`config.mk`:
```
export PLATFORM = sky130hd
export DESIGN_NAME = dh_privkey_gen
export DESIGN_NICKNAME = d
export VERILOG_FILES = /design/src/rtl/dh_privkey_gen.sv
export SDC_FILE = /design/constraint.sdc
export NUM_CORES = 2
export LEC_CHECK = 0
export CORE_ASPECT_RATIO = 1.5
export CORE_MARGIN = 4
export CORE_UTILIZATION = 47
export CTS_BUF_LIST = sky130_fd_sc_hd__clkbuf_4
export DETAILED_ROUTE_END_ITERATION = 10
export PLACE_DENSITY = 0.75
export SETUP_SLACK_MARGIN = 0.15
export SYNTH_ARGS = -nofsm -noshare
export SYNTH_HDL_FRONTEND = slang
export SYNTH_SLANG_ARGS = --single-unit
```
`constraint.sdc`:
```
create_clock -name clk -period 23 [get_ports clk]
set_input_delay 3.45 -clock clk [delete_from_list [all_inputs] [get_ports clk]]
set_output_delay 3.45 -clock clk [all_outputs]
set_load 0.02 [all_outputs]
```
`src/rtl/dh_privkey_gen.sv`:
```
// Diffie-Hellman private exponent generator: a 128-bit Fibonacci LFSR is sampled
// WIDTH bits at a time and candidates outside [2, prime-2] are rejected and redrawn.
module dh_privkey_gen #(
  parameter int           WIDTH     = 100,
  parameter logic [127:0] LFSR_SEED = 128'h1,
  parameter int           MAX_TRIES = 32
) (
  input  logic             clk,
  input  logic             rst,
  input  logic             seed_we,
  input  logic [127:0]     seed,
  input  logic             ent_in,
  input  logic             start,
  input  logic [WIDTH-1:0] prime,
  output logic             busy,
  output logic             key_valid,
  input  logic             key_ready,
  output logic [WIDTH:0]   key,
  output logic             err
);

  localparam int CNT_W = (WIDTH > 1) ? $clog2(WIDTH) : 1;
  localparam int TRY_W = (MAX_TRIES > 1) ? $clog2(MAX_TRIES) : 1;
  localparam logic [CNT_W-1:0] CNT_LAST = CNT_W'(WIDTH - 1);
  localparam logic [TRY_W-1:0] TRY_LAST = TRY_W'(MAX_TRIES - 1);

  localparam logic [2:0] S_IDLE  = 3'd0;
  localparam logic [2:0] S_MASK  = 3'd1;
  localparam logic [2:0] S_SHIFT = 3'd2;
  localparam logic [2:0] S_CHECK = 3'd3;
  localparam logic [2:0] S_HOLD  = 3'd4;
  localparam logic [2:0] S_FAIL  = 3'd5;

  logic [2:0]       state;
  logic [127:0]     lfsr;
  logic [WIDTH-1:0] prime_r;
  logic [WIDTH-1:0] mask;
  logic [WIDTH-1:0] cand;
  logic [CNT_W-1:0] cnt;
  logic [TRY_W-1:0] tries;
  logic             lfsr_fb;
  logic [WIDTH-1:0] cand_m;

  // Smear the leading one of p down to bit 0.
  function automatic logic [WIDTH-1:0] msb_mask(input logic [WIDTH-1:0] p);
    logic [WIDTH-1:0] m;
    m = p;
    for (int i = 1; i < WIDTH; i++) begin
      m = m | (m >> 1);
    end
    return m;
  endfunction

  function automatic logic in_range(input logic [WIDTH-1:0] c, input logic [WIDTH-1:0] p);
    return (c >= WIDTH'(2)) && (c <= p - WIDTH'(2));
  endfunction

  assign lfsr_fb   = lfsr[127] ^ lfsr[125] ^ lfsr[100] ^ lfsr[98] ^ ent_in;
  assign cand_m    = cand & mask;
  assign busy      = (state != S_IDLE);
  assign key_valid = (state == S_HOLD);

  always_ff @(posedge clk or posedge rst) begin
    if (rst) begin
      state   <= S_IDLE;
      lfsr    <= LFSR_SEED;
      prime_r <= '0;
      mask    <= '0;
      cand    <= '0;
      cnt     <= '0;
      tries   <= '0;
      key     <= '0;
      err     <= 1'b0;
    end else begin
      case (state)
        S_IDLE: begin
          if (start) begin
            prime_r <= prime;
            err     <= 1'b0;
            tries   <= '0;
            state   <= S_MASK;
          end else if (seed_we) begin
            lfsr <= (seed == 128'h0) ? LFSR_SEED : seed;
          end
        end
        S_MASK: begin
          mask <= msb_mask(prime_r);
          // Below 5 the range [2, prime-2] is empty, so fail without drawing.
          if (prime_r < WIDTH'(5)) begin
            err   <= 1'b1;
            state <= S_FAIL;
          end else begin
            cand  <= '0;
            cnt   <= '0;
            state <= S_SHIFT;
          end
        end
        S_SHIFT: begin
          cand <= {cand[WIDTH-2:0], lfsr[127]};
          lfsr <= {lfsr[126:0], lfsr_fb};
          cnt  <= cnt + CNT_W'(1);
          if (cnt == CNT_LAST) state <= S_CHECK;
        end
        S_CHECK: begin
          if (in_range(cand_m, prime_r)) begin
            key   <= {1'b0, cand_m};
            state <= S_HOLD;
          end else if (tries == TRY_LAST) begin
            err   <= 1'b1;
            state <= S_FAIL;
          end else begin
            tries <= tries + TRY_W'(1);
            cand  <= '0;
            cnt   <= '0;
            state <= S_SHIFT;
          end
        end
        S_HOLD: begin
          if (key_ready) state <= S_IDLE;
        end
        S_FAIL: begin
          state <= S_IDLE;
        end
        default: begin
          state <= S_IDLE;
        end
      endcase
    end
  end

endmodule
```
# After elaboration in Yosys (flattened, before gate mapping)
# Cells that the tools add are included.
# totals
reg_bits	544
output_inout_bits	104
word_cells	178
input_bits	234
# classes
n_addsub	3
magnitude_cmp	3
n_reduce_logical	15
mux	28
n_bitwise	104
n_eq_ne	16
# ops
op	n
OR 100 x 99 -> 100 bit	99
2-to-1 mux 128 bit	3
2-to-1 mux 100 bit	3
one-hot mux 100 bit (3 select lines)	1
one-hot mux 128 bit (2 select lines)	1
zero test 128 bit	1
AND 100 bit	1
>= comparator 100 x 2 -> 1 bit (second input constant)	1
<= comparator 100 bit	1
less-than comparator 100 x 3 -> 1 bit (second input constant)	1
subtractor 100 x 2 -> 100 bit (second input constant)	1
2-to-1 mux 7 bit	3
one-hot mux 7 bit (3 select lines)	1
2-to-1 mux 3 bit	6
inequality test 2 bit (second input constant)	9
2-to-1 mux 5 bit	3
one-hot mux 3 bit (5 select lines)	1
one-hot mux 5 bit (2 select lines)	1
nonzero test 3 bit	3
AND reduction 4 bit	2
adder 7 x 1 -> 7 bit (second input constant)	1
== test 7 bit (second input constant)	1
== test 3 x 2 -> 1 bit (second input constant)	2
AND reduction 3 bit	2
other kinds (13)	21

# Logic depth before layout (Yosys ltp)
# depth
depth_word	99
ltp_mapped	23
mapped_depth_nobuf	21

# Least setup slack after synthesis
# Ideal clock, no wire load.
# synth_timing
path_kind	register to register
from	register prime_r[1]
to	register key[1]
path_stages_with_launch	23
required_ns	22.875
path_buffers	2
path_slack_ns	17.412
arrival_ns	5.463
path_cell_list	dfrtp_1 -> inv_1 -> ha_1 -> nor3b_1 -> nand4_1 -> nor4_1 -> nand4_1 -> or3_1 -> nor2_1 -> nand2_1 -> xor2_1 -> ha_1 -> nand2_1 -> o21a_1 -> o221ai_1 -> a211o_1 -> nor3_1 -> o31ai_1 -> o21ai_0 -> nand3_1 -> clkbuf_1 -> buf_1 -> mux2_2
# synth_between
elab_chain_len	4
# synth_lines
element	line_no	rtl
from (decl)	36	logic [WIDTH-1:0] prime_r;
from (signal assigned)	78	prime_r <= prime;
subtractor 100 x 2 -> 100 bit	55	return (c >= WIDTH'(2)) && (c <= p - WIDTH'(2));
<= comparator 100 bit	55	
logical AND 1 bit	55	
AND reduction 2 bit (no line)	-	
to (signal assigned)	106	key <= {1'b0, cand_m};
to (decl)	18	output logic [WIDTH:0] key,
# Every way passes these cells.
# A chain may end at the register's enable or synchronous reset.

# Worst setup path after layout
# layout_timing
from	register prime_r[15]
to	register key[47]
# The elaborated chain is that of the path after synthesis.

==> reports/qor.csv <==
stage,metric,value,unit
grt,vias in the first global route,27272,
synth,Synth warnings,0,
final_layout,Final #Nets,3791,
power,Logic pwr share,36.9,%
grt,Total Routing Usage GR,32.3,%
routing,met1 wire length,39700,um
routing,Vias/cell,6.13,
timing,Final Hold Fails,0,
clock_tree,clk sinks,544,
routing,drt total wl,112000,um
final_layout,Final Util,56.7,%
synth,Synth area leaders,"dfrtp_1 45%, mux2_2 7.3%, nand2_1 4.9%, ha_1 4.3%, mux2i_1 3.6%",
critical_path,RR Startpoint,prime_r[15],
floorplan,floorplan row count,113,
critical_path,reg2reg end,key[47],
synth,count of unique library cells instantiated by Yosys,72,
worst_hold_path,hold depth,2,
clock_tree,Clock Path Buffers,3,
critical_path,Worst EP required,23860,ps
outcome,failing checks,capacitance limit,
final_layout,post-route insts no fill,4348,
floorplan,I/O pin count,338,
timing,post-layout min period,8660,ps
place,dpl hpwl,86400,um
final_layout,layout cell share with drive strength beyond 1,14.8,%
place,RD Place Congestion,1.06,
synth,Syn Nets,3458,
synth,Post-synth EDFFs,0,
critical_path,Setup CP Type,register to register,
routing,met3 WL,7460,um
grt,global-route wire length before repair,168000,um
power,power per cell area,106,mW/mm^2
power,Worst VDD drop,0.0979,mV
routing,1st-pass router iterations,6,
grt,Overflow after GRT,0,
clock_tree,CTS Buf Count,134,
synth,syn avg cell area,9.74,sq um
clock_tree,Post-CTS Hold Buffers,0,
synth,most used flip-flop cell after synthesis,dfrtp_1,
routing,total number of vias,26667,
floorplan,die width,216,um
outcome,status,"complete, but fails checks",
synth,most common cell in the netlist,dfrtp_1,
worst_hold_path,hold_sp,mask[61],
clock_tree,CTS root buf,clkbuf_4,
timing,Final setup viols,0,
synth,Synth top cells by count,"543 x dfrtp_1, 394 x nand2_1, 197 x mux2_2",
critical_path,crit-path max FO,57,
clock_tree,post-CTS sizing,0,
routing,1st-iter DRT viols,1994,
power,Seq pwr share,41.0,%
timing,Setup WS post-layout,14340,ps
synth,Post-Syn Area,0.0304,sq mm
critical_path,Critical Path AT,9520,ps
synth,Post-Syn Instances,3119,
place,port bufs,336,
timing,final period utilization,37.6,%
worst_hold_path,Tightest Hold Check Type,register to register,
routing,routed length per instance,25.7,um
synth,#FFs+latches synth,544,
grt,pin count of the biggest net entering global routing,159,
timing,slew of the pin with the lowest slew margin,1470,ps
routing,highest routed layer,met5,
clock_tree,H-Tree Depth,4,
floorplan,Initial Util,47.7,%
power,P_sw,0.00161,W
timing,Final Skew,74.5,ps
power,Sw Share,42.1,%
clock_tree,Worst-Skew Late Latency,1040,ps
clock_tree,CTS tree,yes,
routing,post-route ant nets,0,
floorplan,Core Area,0.0636,sq mm
final_layout,"Area growth, synth to finish",18.8,%
floorplan,die footprint,0.0688,sq mm
power,Leak,14.7,nW
routing,met2 WL post-DR,54000,um
place,pre-CTS WS,14520,ps
critical_path,crit end category,register,
power,P_int,0.00222,W
synth,sequential area share after synthesis,44.8,%
worst_hold_path,hold path endpoint,mask[61],
critical_path,crit start category,register,
timing,RSZ-0062 raised after global routing,false,
timing,setup TNS,0,ps
run,maxcap violations,1,
synth,Synth top area share,44.7,%
critical_path,Worst R2R Path Depth,20,
clock_tree,Worst-path clk slew,60,ps
clock_tree,postcts setup bufs,0,
timing,max_slew headroom,0.791,%
floorplan,Die H,319,um
synth,"FFs w/ async S/R, synth",100,%
grt,initial antenna violation count,3,
critical_path,reg-to-reg setup timing slack,14340,ps
power,clock power share,22.1,%
synth,"area leader, netlist",dfrtp_1,
timing,fmax,116,MHz
timing,"Slew Viols, Final",0,
place,placed cells,4121,
routing,final routed DRC violation total,0,
layout make-up:
type / count / area (sq um)
multi-input cells: 2277 / 15600
inverters: 117 / 447
clock buffers: 196 / 1470
diodes: 1 / 2.50
well taps: 805 / 1010
repair buffers: 378 / 3690
clock inverters: 30 / 265
fillers: 5701 / 27500
flip-flops and latches: 544 / 13600
metrics by stage:
stage | total power [W] | hold slack [ps] | instance area [sq um]
5_1_grt | 0.00408 | 486 | 36100
2_1_floorplan | 0.00256 | 431 | 30400
4_1_cts | 0.00384 | 470 | 36100
6_report | 0.00383 | 465 | 36100
3_3_place_gp | 0.00294 | 443 | 34300
3_5_place_dp | 0.00298 | 456 | 34300
how the worst max path moves through the flow:
stage                         end  cells past startpoint   startpoint  slack, ps
after global routing      key[47]                     20  prime_r[15]      13680
after CTS                 key[47]                     20  prime_r[15]      14450
after global placement    key[40]                     22   prime_r[1]      14810
after detailed placement  key[45]                     20  prime_r[15]      14520
after floorplan           cand[0]                      1          rst       4340
final                     key[47]                     20  prime_r[15]      14340
power groups by stage:
stage                     Combinational (W)  Clock (W)  Sequential [W]
after global routing                0.00155   0.000921         0.00160
after floorplan                     0.00120          0         0.00136
final                               0.00141   0.000847         0.00157
after CTS                           0.00140   0.000872         0.00156
after global placement              0.00137          0         0.00157
after detailed placement            0.00140          0         0.00157
cell usage in the layout, fill, tap and decap left out, types with 8 or more instances in the layout:
cell               n
and3_1            20
nand3b_1          11
clkbuf_4         196
o21ai_0          174
or3_1             10
a22oi_1          127
and2_1           114
mux2_2           197
o21a_1            14
inv_1            116
nand4_1          109
nor2_1           191
xnor2_1           53
and4_1            12
a21o_1            17
ha_1             105
nand2_1          393
nor4_2            31
nor3b_1            8
mux2i_1          108
dfrtp_1          542
or4_1             33
xor2_1            46
clkinv_1          16
o22a_1            10
a31oi_1           27
buf_4             41
nor4_4            11
clkdlybuf4s50_1  336
nor2b_1           13
nand3_1           73
nor4_1           168
a21oi_1           45
nor3_1            66
worst max-delay path, stage by stage, from the launching register on:
cell and delay [ps]:
dfrtp_1 460, nor4_1 840, nand4_1 340, nor4_1 930, nand4_1 280, nor2_1 430, nand2_1 250, nor2_1 480
nand2_1 130, xor2_1 180, ha_1 310, nand4_1 130, nor3_1 280, nand3_1 110, nor4_1 330, a2bb2oi_1 250
nand4_1 190, o21ai_0 830, nand3_4 700, buf_4 570, mux2_2 390
kinds of logic (layout without fill, tap and decap cells):
logic type	count (synthesis)	after routing	synth area share, %
other	1	2	0.0123
flip-flops	544	544	44.8
AND/OR/NAND/NOR	1312	1312	23.6
AO/OA/AOI/OAI	455	455	9.47
adder cells (fa/ha/maj)	105	105	4.33
buffers and inverters	298	721	4.07
XOR/XNOR	99	99	2.86
multiplexers	305	305	10.9
per-layer routing:
layer | vias up | GRT usage (%)
met5 | - | 0.278
met4 | 4 | 25.6
met3 | 394 | 7.74
met2 | 1155 | 54.0
met1 | 13006 | 34.9
li1 | 12108 | -
flip-flops by register name, summed over array words and instances (netlist names):
| register | count |
|---|---|
| state | 3 |
| cand | 100 |
| mask | 100 |
| err | 1 |
| prime_r | 100 |
| tries | 5 |
| lfsr | 128 |
| key | 100 |
| cnt | 7 |
Note: power is estimated with default switching activity, not from simulation.
